[config.mk]
export PLATFORM = sky130hd
export DESIGN_NAME = fetch_ctrl
export DESIGN_NICKNAME = d
export VERILOG_FILES = /design/src/rtl/cpu_pkg.sv /design/src/rtl/fetch_ctrl_ifid_reg.sv /design/src/rtl/fetch_ctrl.sv
export SDC_FILE = /design/constraint.sdc
export NUM_CORES = 1
export LEC_CHECK = 0
export ABC_AREA = 1
export BUFFER_PORTS_ARGS = -buffer_cell sky130_fd_sc_hd__buf_2
export CAP_MARGIN = 25
export CORE_ASPECT_RATIO = 0.8
export CORE_MARGIN = 5
export CORE_UTILIZATION = 45
export CTS_CLUSTER_SIZE = 20
export DETAILED_ROUTE_END_ITERATION = 6
export GPL_ROUTABILITY_DRIVEN = 0
export GPL_TIMING_DRIVEN = 0
export PLACE_DENSITY = 0.72
export SYNTH_ARGS = -nofsm -noshare
export SYNTH_HDL_FRONTEND = slang
export SYNTH_HIERARCHICAL = 1
export SYNTH_SLANG_ARGS = --single-unit
export TNS_END_PERCENT = 20
[constraint.sdc]
create_clock -name clk -period 5.3 [get_ports clk]
set_input_delay 0.265 -clock clk [delete_from_list [all_inputs] [get_ports clk]]
set_output_delay 0.265 -clock clk [all_outputs]
set_load 0.1 [all_outputs]
[src/rtl/cpu_pkg.sv]
// Shared types and constants for the fetch stage.
// Optional macro FETCH_RESET_VEC_EN adds the VEC reset-vector state.
package cpu_pkg;

  localparam logic [7:0] OP_HLT = 8'h01;
  localparam logic [3:0] TWO_BYTE_MIN_NIBBLE = 4'hC;

`ifdef FETCH_RESET_VEC_EN
  typedef enum logic [1:0] {
    VEC  = 2'd0,
    RUN  = 2'd1,
    HALT = 2'd2
  } fetch_state_t;
`else
  typedef enum logic [1:0] {
    RUN  = 2'd1,
    HALT = 2'd2
  } fetch_state_t;
`endif

  function automatic logic is_two_byte(input logic [7:0] opcode);
    return opcode[7:4] >= TWO_BYTE_MIN_NIBBLE;
  endfunction

endpackage

[src/rtl/fetch_ctrl_ifid_reg.sv]
// IF/ID pipeline register: load, hold, or flush (valid only).
// Flush leaves the payload untouched; only valid is cleared.
module ifid_reg (
  input  logic       clk,
  input  logic       rst,
  input  logic       load,
  input  logic       flush,
  input  logic [7:0] instr_d,
  input  logic [7:0] imm_d,
  input  logic [7:0] pc_d,
  input  logic [7:0] pc_next_d,
  output logic       valid,
  output logic [7:0] instr,
  output logic [7:0] imm,
  output logic [7:0] pc,
  output logic [7:0] pc_next
);

  // reset > flush > load > hold
  always_ff @(posedge clk) begin
    if (rst) begin
      valid   <= 1'b0;
      instr   <= 8'h00;
      imm     <= 8'h00;
      pc      <= 8'h00;
      pc_next <= 8'h00;
    end else if (flush) begin
      valid <= 1'b0;
    end else if (load) begin
      valid   <= 1'b1;
      instr   <= instr_d;
      imm     <= imm_d;
      pc      <= pc_d;
      pc_next <= pc_next_d;
    end
  end

endmodule

[src/rtl/fetch_ctrl.sv]
// Fetch controller: PC sequencing, length decode, stall/redirect/halt.
// Optional macro FETCH_RESET_VEC_EN: reset loads PC from M[0] via VEC.
module fetch_ctrl
  import cpu_pkg::*;
#(
  parameter logic [7:0] RESET_PC = 8'h00,
  parameter logic [7:0] HLT_OP   = OP_HLT
) (
  input  logic       clk,
  input  logic       rst,
  output logic [7:0] pc_o,
  input  logic [7:0] instr_i,
  input  logic [7:0] next_byte_i,
  input  logic       stall_i,
  input  logic       redirect_i,
  input  logic [7:0] redirect_pc_i,
  output logic       ifid_valid_o,
  output logic [7:0] ifid_instr_o,
  output logic [7:0] ifid_imm_o,
  output logic [7:0] ifid_pc_o,
  output logic [7:0] ifid_pc_next_o,
  output logic       halted_o
);

  fetch_state_t state_q, state_d;
  logic [7:0]   pc_q, pc_d;
  logic         load, flush;
  logic         two_byte;
  logic [7:0]   pc_inc;
  logic [7:0]   imm;

  assign two_byte = is_two_byte(instr_i);
  assign pc_inc   = pc_q + (two_byte ? 8'd2 : 8'd1);
  assign imm      = two_byte ? next_byte_i : 8'h00;

  // State and PC registers; reset dominates everything
  always_ff @(posedge clk) begin
    if (rst) begin
`ifdef FETCH_RESET_VEC_EN
      state_q <= VEC;
      pc_q    <= 8'h00;
`else
      state_q <= RUN;
      pc_q    <= RESET_PC;
`endif
    end else begin
      state_q <= state_d;
      pc_q    <= pc_d;
    end
  end

  // Next-state, next-PC and IF/ID control
  always_comb begin
    state_d = state_q;
    pc_d    = pc_q;
    load    = 1'b0;
    flush   = 1'b0;
    unique case (state_q)
`ifdef FETCH_RESET_VEC_EN
      VEC: begin
        flush   = 1'b1;
        state_d = RUN;
        pc_d    = redirect_i ? redirect_pc_i : instr_i;
      end
`endif
      RUN: begin
        if (redirect_i) begin
          pc_d  = redirect_pc_i;
          flush = 1'b1;
        end else if (!stall_i) begin
          pc_d = pc_inc;
          load = 1'b1;
          if (instr_i == HLT_OP) begin
            state_d = HALT;
          end
        end
      end
      HALT: begin
        if (redirect_i) begin
          pc_d    = redirect_pc_i;
          state_d = RUN;
          flush   = 1'b1;
        end else if (!stall_i) begin
          flush = 1'b1;
        end
      end
      default: begin
        state_d = RUN;
        flush   = 1'b1;
      end
    endcase
  end

  assign pc_o     = pc_q;
  assign halted_o = (state_q == HALT);

  ifid_reg u_ifid (
    .clk       (clk),
    .rst       (rst),
    .load      (load),
    .flush     (flush),
    .instr_d   (instr_i),
    .imm_d     (imm),
    .pc_d      (pc_q),
    .pc_next_d (pc_inc),
    .valid     (ifid_valid_o),
    .instr     (ifid_instr_o),
    .imm       (ifid_imm_o),
    .pc        (ifid_pc_o),
    .pc_next   (ifid_pc_next_o)
  );

endmodule

==> metrics.md <==
| Metric | Value |
|---|---|
| CTS tree | done |
| Worst path cell trace | buf_2 > nand2_1 > ha_1 > inv_1 > fa_1 > nor2_2 > nand2_1 > xnor2_1 > inv_1 > nand3_1 > nand2_1 > nor2_1 |
| Final count of hold timing violations | 0 |
| Drc violations | 0 |
| Ports | 70 |
| Sw Ratio | a little under two fifths |
| CP bufs+invs | 3 |
| Cell Area, Synth | approximately 0.0023 mm^2 |
| Top-count cell post-synth | nor2_1 |
| Pint | 0.000554 W |
| Crit. Startpoint | instr_i[6] |
| Die W | about 90 um |
| Largest net degree at the start of global routing | 14 |
| Total clock sinks | 43 |
| Core Area | ~0.0049 mm^2 |
| Initial Util | between 40% and 50% |
| Final WS setup | about 3.3 ns |
| GR Util All Layers | 16.8% |
| Worst hold start | rst |
| Die height | 73.3 um |
| DR vias/cell | 4.52 |
| Area Overhead vs Synth | 24.0% |
| Seq/Total Area, Yosys | 38.2% |
| Port buffer count | between 60 and 70 |
| Ys flop type | dfxtp_1 |
| Fill count | ~500 |
| Clock Pin Slew Worst Setup and Hold Paths | 0.08 ns |
| Worst relative slew slack | 67.0% |
| Clock share of power | between 20% and 30% |
| CP dominant cell by count | nand2_1 |
| Outcome | finished, final reports clean |
| Min-delay worst type | primary input to flop |
| Post-CTS Hold Buffers | 0 |
| Crit start category | primary input |
| Post-CTS Setup Bufs | 0 |
| Crit path max fanout | 11 |
| TritonCTS buffer count | 5 |
| Final #Nets | about 460 |
| EDFF count, synth | 0 |
| # diodes | 0 |
| Max Freq | between 400 and 500 MHz |
| DRT iter0 DRCs | about 100 |
| Clock Latency Late Sink | roughly 0.29 ns |
| Leakage | between 1.5 and 2 nW |
| Crit path time final | a little over 2 ns |
| R2r setup slk | 3.34 ns |
| Worst slew pin tran | approximately 0.5 ns |
| Netlist cell types | 25 |
| Mapped Cells | 350 |
| Final TNS setup | 0 ns |
| Ys async rst share | 0% |
| Syn_area_per_cell | approximately 6.4 um^2 |
| Share of cells above drive strength 1 | between 20% and 30% |
| Worst Clk Skew | ~0.0044 ns |
| Clock Tree Root | clkbuf_8 |
| CP Class | primary input to flop |
| DRT Pass-1 Iters | 4 |
| Yosys warns | 6 |
| Worst slack, placed | between 2 and 3 ns |
| H-tree depth | 2 |
| Flop pwr share | 40.0% |
| Total wire length | 5.37 mm |
| Antenna viol nets, final | 0 |
| Critical path's largest stage delay | between 0.4 and 0.5 ns |
| Maximum vdd ir drop | around 0.15 mV |
| Largest delay share family, worst path | simple AND/OR/NAND/NOR gates |
| Vias | about 2,200 |
| Max-Cap Viols | 0 |
| Net Sw Power | roughly 0.00034 W |
| Commonest cells in the netlist | nor2_1, nand2_1, inv_1 |
| RSZ-0062 raised after global routing | false |
| Period utilisation layout | a little under two fifths |
| Final HPWL DP | approximately 4.3 mm |
| Synthesized Nets | roughly 380 |
| WP data arrival | 2.25 ns |
| Grt total ovfl | 0 |
| Clk buf depth | 2 |
| Vias in the first global route | approximately 1,900 |
| Critical Path RT | between 5 and 6 ns |
| Synth area leader | dfxtp_1 |
| Comb power frac | a little under a third |
| Power per Cell Area | 321 mW/mm^2 |
| WL per Instance | about 11 um |
| Initial antenna violation count | 0 |
| Slew Limit Fails | 0 |
| Worst r2r src | pc_o[0] |
| Die Area | around 0.0065 mm^2 |
| Post-CTS Resized | 0 |
| Share of the synthesized area in the top cell type | between 30% and 40% |
| Final setup fails | 0 |
| Area contributors post-synth | dfxtp_1, nor2_1, nand2_1 |
| First-pass GRT wire length | around 8.6 mm |
| Worst setup EP type | flop |
| Num rows | 23 |
| Synthesized flop and latch total | 43 |
| Critical path's slowest cell | fa_1 |
layer usage:
layer	wire, um	share of wire [%]	GRT usage (%)	vias to the layer above
met5	0	0	0	-
li1	-	-	-	1205
met1	2630	49	24.0	953
met3	267	5.0	3.81	8
met2	2400	45	25.4	45
met4	69	1.3	4.96	0
area by class of cell:
cell class                 instances  area, um^2  share of cell area [%]
clock buffer                       6        82.6                    2.96
inverter                          67         251                    9.01
sequential                        43         861                    30.8
multi-input combinational        227        1040                    37.2
clock inverter                     2        35.0                    1.26
buffer                            13         101                    3.63
tap                               62        77.6                    2.78
timing repair buffer              69         345                    12.4
registers in the layout (all words and copies together) (netlist names):
register / count
state_q: 2
pc_o: 8
u_ifid/pc_next: 8
u_ifid/valid: 1
u_ifid/imm: 8
u_ifid/pc: 8
u_ifid/instr: 8
stage by stage:
stage	total power (W)	instances	area [um^2]	hold slack, ns	util, %
finish	0.000895	489	2790	0.177	56.7
global route	0.000939	489	2790	0.174	56.7
CTS	0.000904	489	2790	0.164	56.7
detailed placement	0.000642	481	2670	0.466	54.3
global placement	0.000639	481	2670	0.457	54.3
floorplan	0.000589	350	2250	0.334	-
cells in the final DEF (no fill, tap or decap), types with 2 or more instances in the layout:
cell      count
a21oi_1      15
buf_1         3
buf_2        72
buf_6         6
clkbuf_8      6
dfxtp_1      43
ha_1          4
inv_1        64
inv_2         3
nand2_1      68
nand3_1      36
nand4_1       2
nor2_1       78
nor2_2        2
nor2_4        2
nor3_1        2
o21ai_0       7
o21ai_1       2
o21bai_1      2
xnor2_1       2
worst paths after layout:
check / endpoint / cells after the start
max: u_ifid/pc_next[4] / 12
min: state_q[1] / 2
max reg2reg: u_ifid/pc_next[4] / 10
min reg2reg: u_ifid/pc[5] / 2
logic make-up after synthesis:
family / after synthesis / share of synthesized area [%]
buffers and inverters: 80 / 15.7
XOR/XNOR: 3 / 1.17
AND/OR/NAND/NOR: 192 / 35.5
adder cells (fa/ha/maj): 5 / 3.11
flip-flops: 43 / 38.2
AO/OA/AOI/OAI: 27 / 6.28
power by group through the flow:
stage | logic, W | registers [W] | clock network (W)
2_1_floorplan | 0.0000827 | 0.000506 | 0
4_1_cts | 0.000277 | 0.000358 | 0.000269
5_1_grt | 0.000295 | 0.000361 | 0.000284
6_report | 0.000276 | 0.000358 | 0.000261
3_5_place_dp | 0.000276 | 0.000366 | 0
3_3_place_gp | 0.000274 | 0.000365 | 0
(Power assumes the default switching activity.)
